`config.mk`:
```
export PLATFORM = sky130hd
export DESIGN_NAME = aspersao_multizona
export DESIGN_NICKNAME = d
export VERILOG_FILES = /design/src/rtl/aspersao_pkg.sv /design/src/rtl/arbitro_rr.sv /design/src/rtl/aspersao_multizona.sv
export SDC_FILE = /design/constraint.sdc
export NUM_CORES = 1
export LEC_CHECK = 0
export ABC_CLOCK_PERIOD_IN_PS = 2520
export BUFFER_PORTS_ARGS = -buffer_cell sky130_fd_sc_hd__buf_2
export CAP_MARGIN = 25
export CORE_MARGIN = 4
export CORE_UTILIZATION = 26
export CTS_BUF_LIST = sky130_fd_sc_hd__clkbuf_8
export CTS_CLUSTER_DIAMETER = 80
export DETAILED_ROUTE_END_ITERATION = 10
export GPL_ROUTABILITY_DRIVEN = 1
export MAX_ROUTING_LAYER = met4
export PLACE_DENSITY = 0.51
export REMOVE_ABC_BUFFERS = 1
export SYNTH_ARGS = -nofsm -noshare
export SYNTH_HDL_FRONTEND = slang
export SYNTH_HIERARCHICAL = 1
export SYNTH_SLANG_ARGS = --single-unit
```
`constraint.sdc`:
```
create_clock -name clock -period 2.52 [get_ports clock]
set_clock_uncertainty 0.05 [all_clocks]
set_input_delay 0.504 -clock clock [delete_from_list [all_inputs] [get_ports clock]]
set_output_delay 0.504 -clock clock [all_outputs]
set_load 0.01 [all_outputs]
```
`src/rtl/aspersao_pkg.sv`:
```
// Shared types and helpers for the irrigation control blocks.
//   estado_t   : sequencer state encoding (IDLE / SPRAY / SETTLE)
//   elegivel() : irrigation condition for a single zone
package aspersao_pkg;

  typedef enum logic [1:0] {
    IDLE   = 2'd0,
    SPRAY  = 2'd1,
    SETTLE = 2'd2
  } estado_t;

  // A zone may be watered when there is no alarm, its soil is dry, and either
  // the weather is mild with enough water in the tank, or the air is dry.
  function automatic logic elegivel(
    input logic notAlarme,
    input logic notUmidadeSolo,
    input logic notTemperatura,
    input logic nivelMedio,
    input logic notUmidadeAr
  );
    return notAlarme & notUmidadeSolo & ((notTemperatura & nivelMedio) | notUmidadeAr);
  endfunction

endpackage

```
`src/rtl/arbitro_rr.sv`:
```
// Combinational round-robin picker.
//   req     : request vector, one bit per requester
//   ultimo  : index of the last requester granted
//   valid_c : at least one request is pending
//   grant_c : first requester found searching from ultimo+1 (wrapping)
module arbitro_rr #(
  parameter int unsigned N = 4
) (
  input  logic [N-1:0]         req,
  input  logic [$clog2(N)-1:0] ultimo,
  output logic                 valid_c,
  output logic [$clog2(N)-1:0] grant_c
);

  localparam int unsigned IDX_W = $clog2(N);

  int idx;

  // Scan the N positions after the last grant; the first hit wins.
  always_comb begin
    valid_c = 1'b0;
    grant_c = '0;
    idx     = 0;
    for (int k = 1; k <= int'(N); k++) begin
      idx = (int'(ultimo) + k) % int'(N);
      if (!valid_c && req[IDX_W'(idx)]) begin
        valid_c = 1'b1;
        grant_c = IDX_W'(idx);
      end
    end
  end

endmodule

```
`src/rtl/aspersao_multizona.sv`:
```
// Multi-zone sprinkler sequencer: opens at most one zone valve at a time,
// serving eligible zones round-robin with bounded run time and a settle pause.
//   clock, reset     : clock and synchronous active-high reset
//   tick             : time-base strobe; all timers advance only on it
//   mediumLevel      : tank at or above medium level
//   not_Temperatura  : temperature not high
//   not_UmidadeAr    : air humidity not high
//   not_UmidadeSolo  : per-zone soil dry
//   not_Alarme       : no alarm (0 = alarm active)
//   clearAbort       : clears alarmeAbort
//   aspersao         : valve drive, one-hot or zero
//   zonaAtiva        : zone being served (last served outside SPRAY)
//   ocupado          : high in SPRAY and SETTLE
//   alarmeAbort      : sticky flag, a run was cut short by an alarm
module aspersao_multizona
  import aspersao_pkg::*;
#(
  parameter int unsigned N_ZONES      = 4,
  parameter int unsigned MIN_ON_TICKS = 2,
  parameter int unsigned MAX_ON_TICKS = 5,
  parameter int unsigned SETTLE_TICKS = 3
) (
  input  logic                       clock,
  input  logic                       reset,
  input  logic                       tick,
  input  logic                       mediumLevel,
  input  logic                       not_Temperatura,
  input  logic                       not_UmidadeAr,
  input  logic [N_ZONES-1:0]         not_UmidadeSolo,
  input  logic                       not_Alarme,
  input  logic                       clearAbort,
  output logic [N_ZONES-1:0]         aspersao,
  output logic [$clog2(N_ZONES)-1:0] zonaAtiva,
  output logic                       ocupado,
  output logic                       alarmeAbort
);

  localparam int unsigned IDX_W = $clog2(N_ZONES);
  localparam int unsigned T_MAX = (MAX_ON_TICKS > SETTLE_TICKS) ? MAX_ON_TICKS : SETTLE_TICKS;
  localparam int unsigned TW    = $clog2(T_MAX + 1);

  estado_t              estado, estadoNext;
  logic [TW-1:0]        timer, timerNext, timerInc;
  logic [IDX_W-1:0]     ultimo, ultimoNext, zonaNext;
  logic [N_ZONES-1:0]   aspersaoNext;
  logic                 ocupadoNext, abortNext;
  logic [N_ZONES-1:0]   eleg;
  logic                 arbValid;
  logic [IDX_W-1:0]     arbGrant;

  // Per-zone eligibility.
  always_comb begin
    eleg = '0;
    for (int i = 0; i < int'(N_ZONES); i++) begin
      eleg[i] = elegivel(not_Alarme, not_UmidadeSolo[i], not_Temperatura,
                         mediumLevel, not_UmidadeAr);
    end
  end

  arbitro_rr #(
    .N (N_ZONES)
  ) uArbitro (
    .req     (eleg),
    .ultimo  (ultimo),
    .valid_c (arbValid),
    .grant_c (arbGrant)
  );

  assign timerInc = timer + TW'(1);

  // Next-state and next-output logic.
  always_comb begin
    estadoNext = estado;
    timerNext  = timer;
    zonaNext   = zonaAtiva;
    ultimoNext = ultimo;
    abortNext  = alarmeAbort & ~clearAbort;

    case (estado)
      IDLE: begin
        if (arbValid) begin
          zonaNext   = arbGrant;
          ultimoNext = arbGrant;
          timerNext  = '0;
          estadoNext = SPRAY;
        end
      end

      SPRAY: begin
        if (!not_Alarme) begin
          // Alarm closes the valve immediately, regardless of tick.
          estadoNext = SETTLE;
          abortNext  = 1'b1;
          timerNext  = '0;
        end else if (tick && (timerInc == TW'(MAX_ON_TICKS))) begin
          estadoNext = SETTLE;
          timerNext  = '0;
        end else if (!eleg[zonaAtiva] && (timer >= TW'(MIN_ON_TICKS))) begin
          // Early stop once the minimum run has been satisfied.
          estadoNext = SETTLE;
          timerNext  = '0;
        end else if (tick) begin
          timerNext = timerInc;
        end
      end

      SETTLE: begin
        if (SETTLE_TICKS == 0) begin
          estadoNext = IDLE;
          timerNext  = '0;
        end else if (tick) begin
          if (timerInc == TW'(SETTLE_TICKS)) begin
            estadoNext = IDLE;
            timerNext  = '0;
          end else begin
            timerNext = timerInc;
          end
        end
      end

      default: begin
        estadoNext = IDLE;
        timerNext  = '0;
      end
    endcase

    // Outputs are registered from the next state so they track the FSM edge.
    aspersaoNext = (estadoNext == SPRAY) ? (N_ZONES'(1) << zonaNext) : '0;
    ocupadoNext  = (estadoNext != IDLE);
  end

  // State and output registers.
  always_ff @(posedge clock) begin
    if (reset) begin
      estado      <= IDLE;
      timer       <= '0;
      zonaAtiva   <= '0;
      ultimo      <= IDX_W'(N_ZONES - 1);
      aspersao    <= '0;
      ocupado     <= 1'b0;
      alarmeAbort <= 1'b0;
    end else begin
      estado      <= estadoNext;
      timer       <= timerNext;
      zonaAtiva   <= zonaNext;
      ultimo      <= ultimoNext;
      aspersao    <= aspersaoNext;
      ocupado     <= ocupadoNext;
      alarmeAbort <= abortNext;
    end
  end

endmodule
```
==> out/metrics.csv, run 1 <==
stage,metric,value,unit
floorplanning,die height,68.9,um
placed_design,GPL Wtd Cong,0.812,
critical_path,critical setup path kind,primary input to flop,
global_route,routing usage on met2,19.5,%
yosys,ys async rst share,0,%
clocking,# resized after CTS,0,
placed_design,"Cell Area, Placed",1120,sq um
routing,1st-pass router iterations,4,
sta,FMAX,444,MHz
final_layout,register area,300,sq um
critical_path,Critical Path AT,2.34,ns
clocking,CTS buffer count,3,
pwr,logic gate share of total power,31.2,%
routing,# DRC,0,
floorplanning,Die Wd,68.9,um
floorplanning,I/O pins,20,
critical_path,R2R depth,5,
clocking,CTS Hold Bufs,0,
pwr,Seq pwr share,39.8,%
critical_path,Critical Path Fanout Max,6,
final_layout,diode count,0,
routing,Routed Antenna Nets,0,
clocking,clock sinks,15,
pwr,Int Pwr,465,uW
yosys,library cells used by synthesis,43,
final_layout,share of cells above drive strength 1,25.2,%
sta,max-slew violation count,0,
global_route,GRT Total Usage,11.0,%
critical_path,FF-to-FF setup slack,0.40,ns
final_layout,layout filler cell count,389,
outcome,status,finished clean,
yosys,Syn. warnings,6,
critical_path,RR Startpoint,zonaAtiva[0],
pwr,clock share of power,29.0,%
final_layout,multi-input combinational cell area,614,sq um
yosys,Synth Register Bits,15,
pwr,LEAKAGE,0.000496,uW
placed_design,DP Wirelength,1770,um
clocking,H-tree levels,1,
yosys,syn_area_per_cell,8.60,sq um
routing,Vias,891,
floorplanning,row cnt,21,
sta,Final min period,2.25,ns
final_layout,area grow syn2layout,20.6,%
global_route,first-pass GRT wire length,3800,um
critical_path,RR Endpoint,timer[0],
routing,1st-iter DRT viols,33,
min_path,Worst Hold Class,flop to flop,
clocking,CTS max path bufs,2,
final_layout,Final nets,155,
yosys,Synth Instances,112,
global_route,gr busiest metal,met2,
critical_path,Critical Path Source,not_Temperatura,
critical_path,CP endpoint kind,flop,
clocking,Setup Buffers After CTS,0,
sta,RSZ-0062 raised after global routing,no,
critical_path,Startpoint Class,primary input,
global_route,GR Util met3,1.46,%
min_path,hold path endpoint,timer[0],
global_route,vias in the first global route,866,
placed_design,Port Buffers,19,
routing,per-cell routed wire length,12.6,um
routing,vias per cell,4.92,
global_route,GR Util met1,12.3,%
sta,relative slew slack,69.9,%
final_layout,final cell count without fillers,181,
floorplanning,die area,4740,sq um
pwr,Max IR drop VDD,0.179,mV
placed_design,placed cells,177,
yosys,Post-synth EDFFs,0,
floorplanning,Core Area,3470,sq um
clocking,"CTS clk-pin slew, worst paths",0.07,ns
clocking,clock root buffer,clkbuf_8,
sta,Final Cycle Share,89.3,%
yosys,Mapped Area,963,sq um
sta,final hold violations,0,
final_layout,"Design Area, Final",1160,sq um
yosys,Main synth FF type,dfxtp_1,
sta,actual slew at the worst max-slew pin,0.448,ns
global_route,largest net degree at the start of global routing,14,
global_route,overflow left after global routing,0,
clocking,clk_lat worst skew,0.25,ns
clocking,CTS tree,yes,
sta,count of final setup violators,0,
min_path,hold path startpoint,timer[0],
pwr,power per cell area,605,nW/um^2
critical_path,Worst EP required,2.61,ns
floorplanning,Initial Util,27.8,%
min_path,Min-Delay Path Depth,2,
job,max_cap viols,0,
sta,setup TNS,0,ns
pwr,Psw,239,uW
routing,final WL,2290,um
global_route,initial antenna violation count,0,
pwr,Sw Share,33.9,%
yosys,sequential share of the synthesized area,31.2,%
-- worst max-delay path, stage by stage --
cell	delay (ns)
buf_2	0.10
a21o_2	0.23
and3_1	0.22
nor2_1	0.16
nand2_1	0.13
and2_1	0.18
a311oi_1	0.35
a21oi_1	0.07
o2bb2ai_1	0.30
nor3_1	0.09
-- cell type report --
type / count / share of cell area, %
multi-input cells: 85 / 52.9
flip-flops and latches: 15 / 25.8
repair buffers: 20 / 8.83
well taps: 46 / 4.95
clock buffers: 3 / 3.55
inverters: 11 / 3.55
clock inverters: 1 / 0.431
-- worst max path at each step --
| stage | to | depth (start not counted) | slack, ns |
|---|---|---|---|
| floorplan | timer[0] | 9 | 0.34 |
| global placement | aspersao[3] | 10 | 0.13 |
| detailed placement | aspersao[2] | 10 | 0.03 |
| CTS | aspersao[2] | 10 | 0.29 |
| global route | aspersao[2] | 10 | 0.14 |
| finish | aspersao[1] | 10 | 0.27 |
-- cells by family (layout without fill, tap and decap cells) --
group                      count (synthesis)  count (layout)  share of synthesized area (%)
DFF                                       15              15                           31.2
xor gates and xnor gates                   1               1                          0.909
and+or+nand+nor                           43              43                           25.1
AOI/OAI and AO/OA                         32              32                           25.3
adders and majority gates                  7               7                           9.09
buffers and inverters                     12              35                           5.07
muxes                                      2               2                           3.38
-- metrics by stage --
stage	setup slack (ns)	utilization (%)	hold slack [ns]	power [uW]
final	0.269	33.5	0.474	704
after global routing	0.136	33.5	0.492	743
after CTS	0.294	33.5	0.468	708
after detailed placement	0.0269	32.2	0.459	503
after global placement	0.131	32.2	0.449	500
after floorplan	0.342	-	0.427	437
-- metal layers --
| layer | routed length (um) | part of all wire (%) |
|---|---|---|
| met1 | 1070 | 47 |
| met2 | 1100 | 48 |
| met3 | 82 | 3.6 |
| met4 | 34 | 1.5 |
| met5 | 0 | 0 |
-- registers in the layout, summed over array words and instances (netlist names) --
| signal | flops |
|---|---|
| alarmeAbort | 1 |
| aspersao | 4 |
| estado | 2 |
| ocupado | 1 |
| timer | 3 |
| ultimo | 2 |
| zonaAtiva | 2 |
-- cell usage after synthesis (2+ instances only) --
master	count	area share, %
nand2b_1	3	1.9
nor3_1	4	2.1
ha_1	7	9.1
and3_1	6	3.9
a21oi_1	7	3.6
inv_1	11	4.3
a31oi_1	3	1.9
nor2b_1	2	1.3
o21ai_0	4	2.1
a211o_1	2	1.8
nand3b_1	4	3.1
dfxtp_1	15	31
nand2_1	6	2.3
nor2_1	9	3.5
-- power groups by stage --
stage | clock [uW] | combinational, uW | sequential, uW
floorplan | 0 | 148 | 289
global placement | 0 | 216 | 284
detailed placement | 0 | 217 | 285
CTS | 208 | 220 | 280
global route | 215 | 245 | 284
finish | 204 | 220 | 280
-- placed cells by master (no fill, tap or decap), drive strengths merged, types with 5 or more instances in the layout --
| master | instances |
|---|---|
| dfxtp | 15 |
| nand2 | 6 |
| a21oi | 8 |
| inv | 11 |
| o21ai | 5 |
| ha | 7 |
| nor2 | 9 |
| and3 | 6 |
| buf | 20 |
No activity file was read; power rests on OpenSTA's default activity.
==> run 2, diff against run 1 <==
--- a/config.mk
+++ b/config.mk
@@ -5,17 +5,17 @@
 export SDC_FILE = /design/constraint.sdc
 export NUM_CORES = 1
 export LEC_CHECK = 0
-export ABC_CLOCK_PERIOD_IN_PS = 2520
-export BUFFER_PORTS_ARGS = -buffer_cell sky130_fd_sc_hd__buf_2
+export ABC_CLOCK_PERIOD_IN_PS = 2000
 export CAP_MARGIN = 25
 export CORE_MARGIN = 4
 export CORE_UTILIZATION = 26
 export CTS_BUF_LIST = sky130_fd_sc_hd__clkbuf_8
 export CTS_CLUSTER_DIAMETER = 80
 export DETAILED_ROUTE_END_ITERATION = 10
+export DONT_BUFFER_PORTS = 1
 export GPL_ROUTABILITY_DRIVEN = 1
 export MAX_ROUTING_LAYER = met4
-export PLACE_DENSITY = 0.51
+export PLACE_DENSITY = 0.48
 export REMOVE_ABC_BUFFERS = 1
 export SYNTH_ARGS = -nofsm -noshare
 export SYNTH_HDL_FRONTEND = slang
==> constraint.sdc (replaced) <==
create_clock -name clock -period 2 [get_ports clock]
set_clock_uncertainty 0.05 [all_clocks]
set_input_delay 0.4 -clock clock [delete_from_list [all_inputs] [get_ports clock]]
set_output_delay 0.4 -clock clock [all_outputs]
set_load 0.01 [all_outputs]
==> run 2 against run 1 <==
Against the previous run: clock power increased by 22%; cell count decreased by 0.55%; clock-buffer cell count unchanged; combinational power increased by 45%; sequential share of layout area decreased by 2.1 points; non-clock buffer count decreased by 1; die area unchanged; sequential power increased by 30%; first-iteration DRC count increased by 12%; setup slack got worse by 0.20 ns; highest routed layer unchanged.
==> out/metrics.csv, run 2 (same netlist as run 1, synthesis figures left out) <==
stage,metric,value,unit,change
outcome,status,finished clean,,
final_layout,"commonest non-fill, non-tap cell in the layout",buf_4,,
final_layout,area grow syn2layout,32.5,%,
final_layout,"Most flops, register",aspersao,,
pwr,Psw,310,uW,+30%
sta,Final Cycle Share,96.6,%,
floorplanning,row cnt,21,,unchanged
routing,1st-iter DRT viols,37,,+12%
critical_path,CP endpoint kind,flop,,
final_layout,share of cells above drive strength 1,35.1,%,+9.9 points
placed_design,Port Buffers,0,,-19
routing,final WL,2340,um,+2.3%
sta,max-slew violation count,0,,unchanged
clocking,H-tree levels,1,,unchanged
sta,Final min period,1.93,ns,
critical_path,critical setup path kind,flop to flop,,
floorplanning,Die Wd,68.9,um,unchanged
routing,per-cell routed wire length,13.0,um,+2.9%
critical_path,Critical Path AT,2.07,ns,-0.27 ns
min_path,Worst Hold Class,primary input to flop,,
floorplanning,I/O pins,20,,unchanged
final_layout,diode count,0,,unchanged
clocking,CTS tree,yes,,
critical_path,Startpoint Class,flop,,
clocking,CTS buffer count,3,,unchanged
global_route,initial antenna violation count,0,,unchanged
routing,1st-pass router iterations,6,,+2
routing,Routed Antenna Nets,0,,unchanged
critical_path,Worst EP required,2.13,ns,-0.48 ns
placed_design,DP Wirelength,1830,um,+3.3%
global_route,largest net degree at the start of global routing,14,,unchanged
sta,relative slew slack,69.0,%,-0.97 points
clocking,clock root buffer,clkbuf_8,,
clocking,clk_lat worst skew,0.25,ns,about the same
pwr,power per cell area,729,nW/um^2,+20%
clocking,CTS max path bufs,2,,unchanged
global_route,overflow left after global routing,0,,unchanged
sta,count of final setup violators,0,,unchanged
floorplanning,Initial Util,27.8,%,unchanged
sta,actual slew at the worst max-slew pin,0.461,ns,+0.0124 ns
clocking,CTS Hold Bufs,0,,unchanged
job,max_cap viols,0,,unchanged
final_layout,layout filler cell count,368,,-5.4%
floorplanning,Core Area,3470,sq um,unchanged
pwr,Int Pwr,620,uW,+33%
sta,FMAX,518,MHz,
pwr,logic gate share of total power,34.3,%,+3.1 points
floorplanning,die area,4740,sq um,unchanged
final_layout,"Design Area, Final",1280,sq um,+9.8%
sta,setup TNS,0,ns,unchanged
final_layout,largest registers,"aspersao x4, timer x3",,
routing,vias per cell,4.86,,-1.3%
global_route,first-pass GRT wire length,3930,um,+3.5%
final_layout,"commonest cells after routing, fill and taps aside","buf_4, dfxtp_1, inv_1",,
sta,worst hold-check slack,0.161,ns,-0.313 ns
floorplanning,die height,68.9,um,unchanged
clocking,"CTS clk-pin slew, worst paths",0.07,ns,about the same
pwr,Sw Share,33.4,%,-0.55 points
pwr,Seq pwr share,39.0,%,-0.8 points
final_layout,number of flip-flops in the largest register,4,,unchanged
routing,Vias,875,,-1.8%
sta,final hold violations,0,,unchanged
critical_path,Critical Path Fanout Max,4,,-2
global_route,vias in the first global route,882,,+1.8%
placed_design,GPL Wtd Cong,0.850,,+4.7%
routing,# DRC,0,,unchanged
global_route,GRT Total Usage,11.2,%,+0.18 points
sta,RSZ-0062 raised after global routing,yes,,
final_layout,Final nets,154,,-0.65%
clocking,clock sinks,15,,unchanged
pwr,LEAKAGE,0.000515,uW,+3.8%
pwr,Max IR drop VDD,0.202,mV,+13%
placed_design,"Cell Area, Placed",1160,sq um,+3.6%
pwr,clock share of power,26.8,%,-2.2 points
pwr,total power after layout,931,uW,+32%
[run 2: cell types whose count changed in the layout (fill, tap and decap cells not counted), moves of 3 or more]
cell	before	now
buf_2	19	0
buf_4	1	19
nor3_1	4	1
nor3_2	0	3
[run 2: repair_timing]
action | in CTS | in global routing
buffers inserted | 0 | 1
endpoints found under the setup margin | 0 | 8
resized for setup | 0 | 17
[run 2: final timing paths]
check,start,end,slack (ns),cells after the start
min reg2reg,timer[0],timer[0],0.45,2
max,zonaAtiva[0],timer[0],0.07,5
max reg2reg,zonaAtiva[0],timer[0],0.07,5
min,reset,zonaAtiva[0],0.16,1
[run 2: layout make-up]
type | count | area, sq um | area share (%)
Timing Repair Buffer | 19 | 143 | 11.2
Tap cell | 46 | 57.6 | 4.51
Multi-Input combinational cell | 85 | 687 | 53.8
Clock buffer | 3 | 41.3 | 3.24
Inverter | 11 | 41.3 | 3.24
Sequential cell | 15 | 303 | 23.7
Clock inverter | 1 | 3.75 | 0.294
[run 2: power groups by stage]
| stage | sequential (uW) | clock (uW) | combinational, uW |
|---|---|---|---|
| floorplan | 364 | 0 | 187 |
| global placement | 368 | 0 | 283 |
| detailed placement | 368 | 0 | 288 |
| CTS | 362 | 255 | 289 |
| global route | 367 | 267 | 354 |
| finish | 363 | 249 | 319 |
[run 2: critical path, stage by stage (launching register included)]
cell and delay [ns]:
dfxtp_2 0.36, mux4_2 0.51, a31oi_2 0.24, o31ai_2 0.11, or4b_1 0.47, o21ai_1 0.12
[run 2: stage by stage]
step,setup WS (ns),util [%],instances
6_report,0.0680,36.8,180
5_1_grt,-0.0192,36.8,180
4_1_cts,0.0107,34.6,180
3_5_place_dp,-0.222,33.3,176
3_3_place_gp,-0.149,33.3,176
2_1_floorplan,-0.0742,-,111
[run 2: per-layer routing]
metal  track usage (%)  part of all wire [%]  vias to the layer above
li1                  -                     -                      450
met2              17.6                    45                       25
met1              14.5                    49                      398
met3              1.94                   5.3                        2
met4              3.65                  0.86                        0
met5                 -                     0                        -
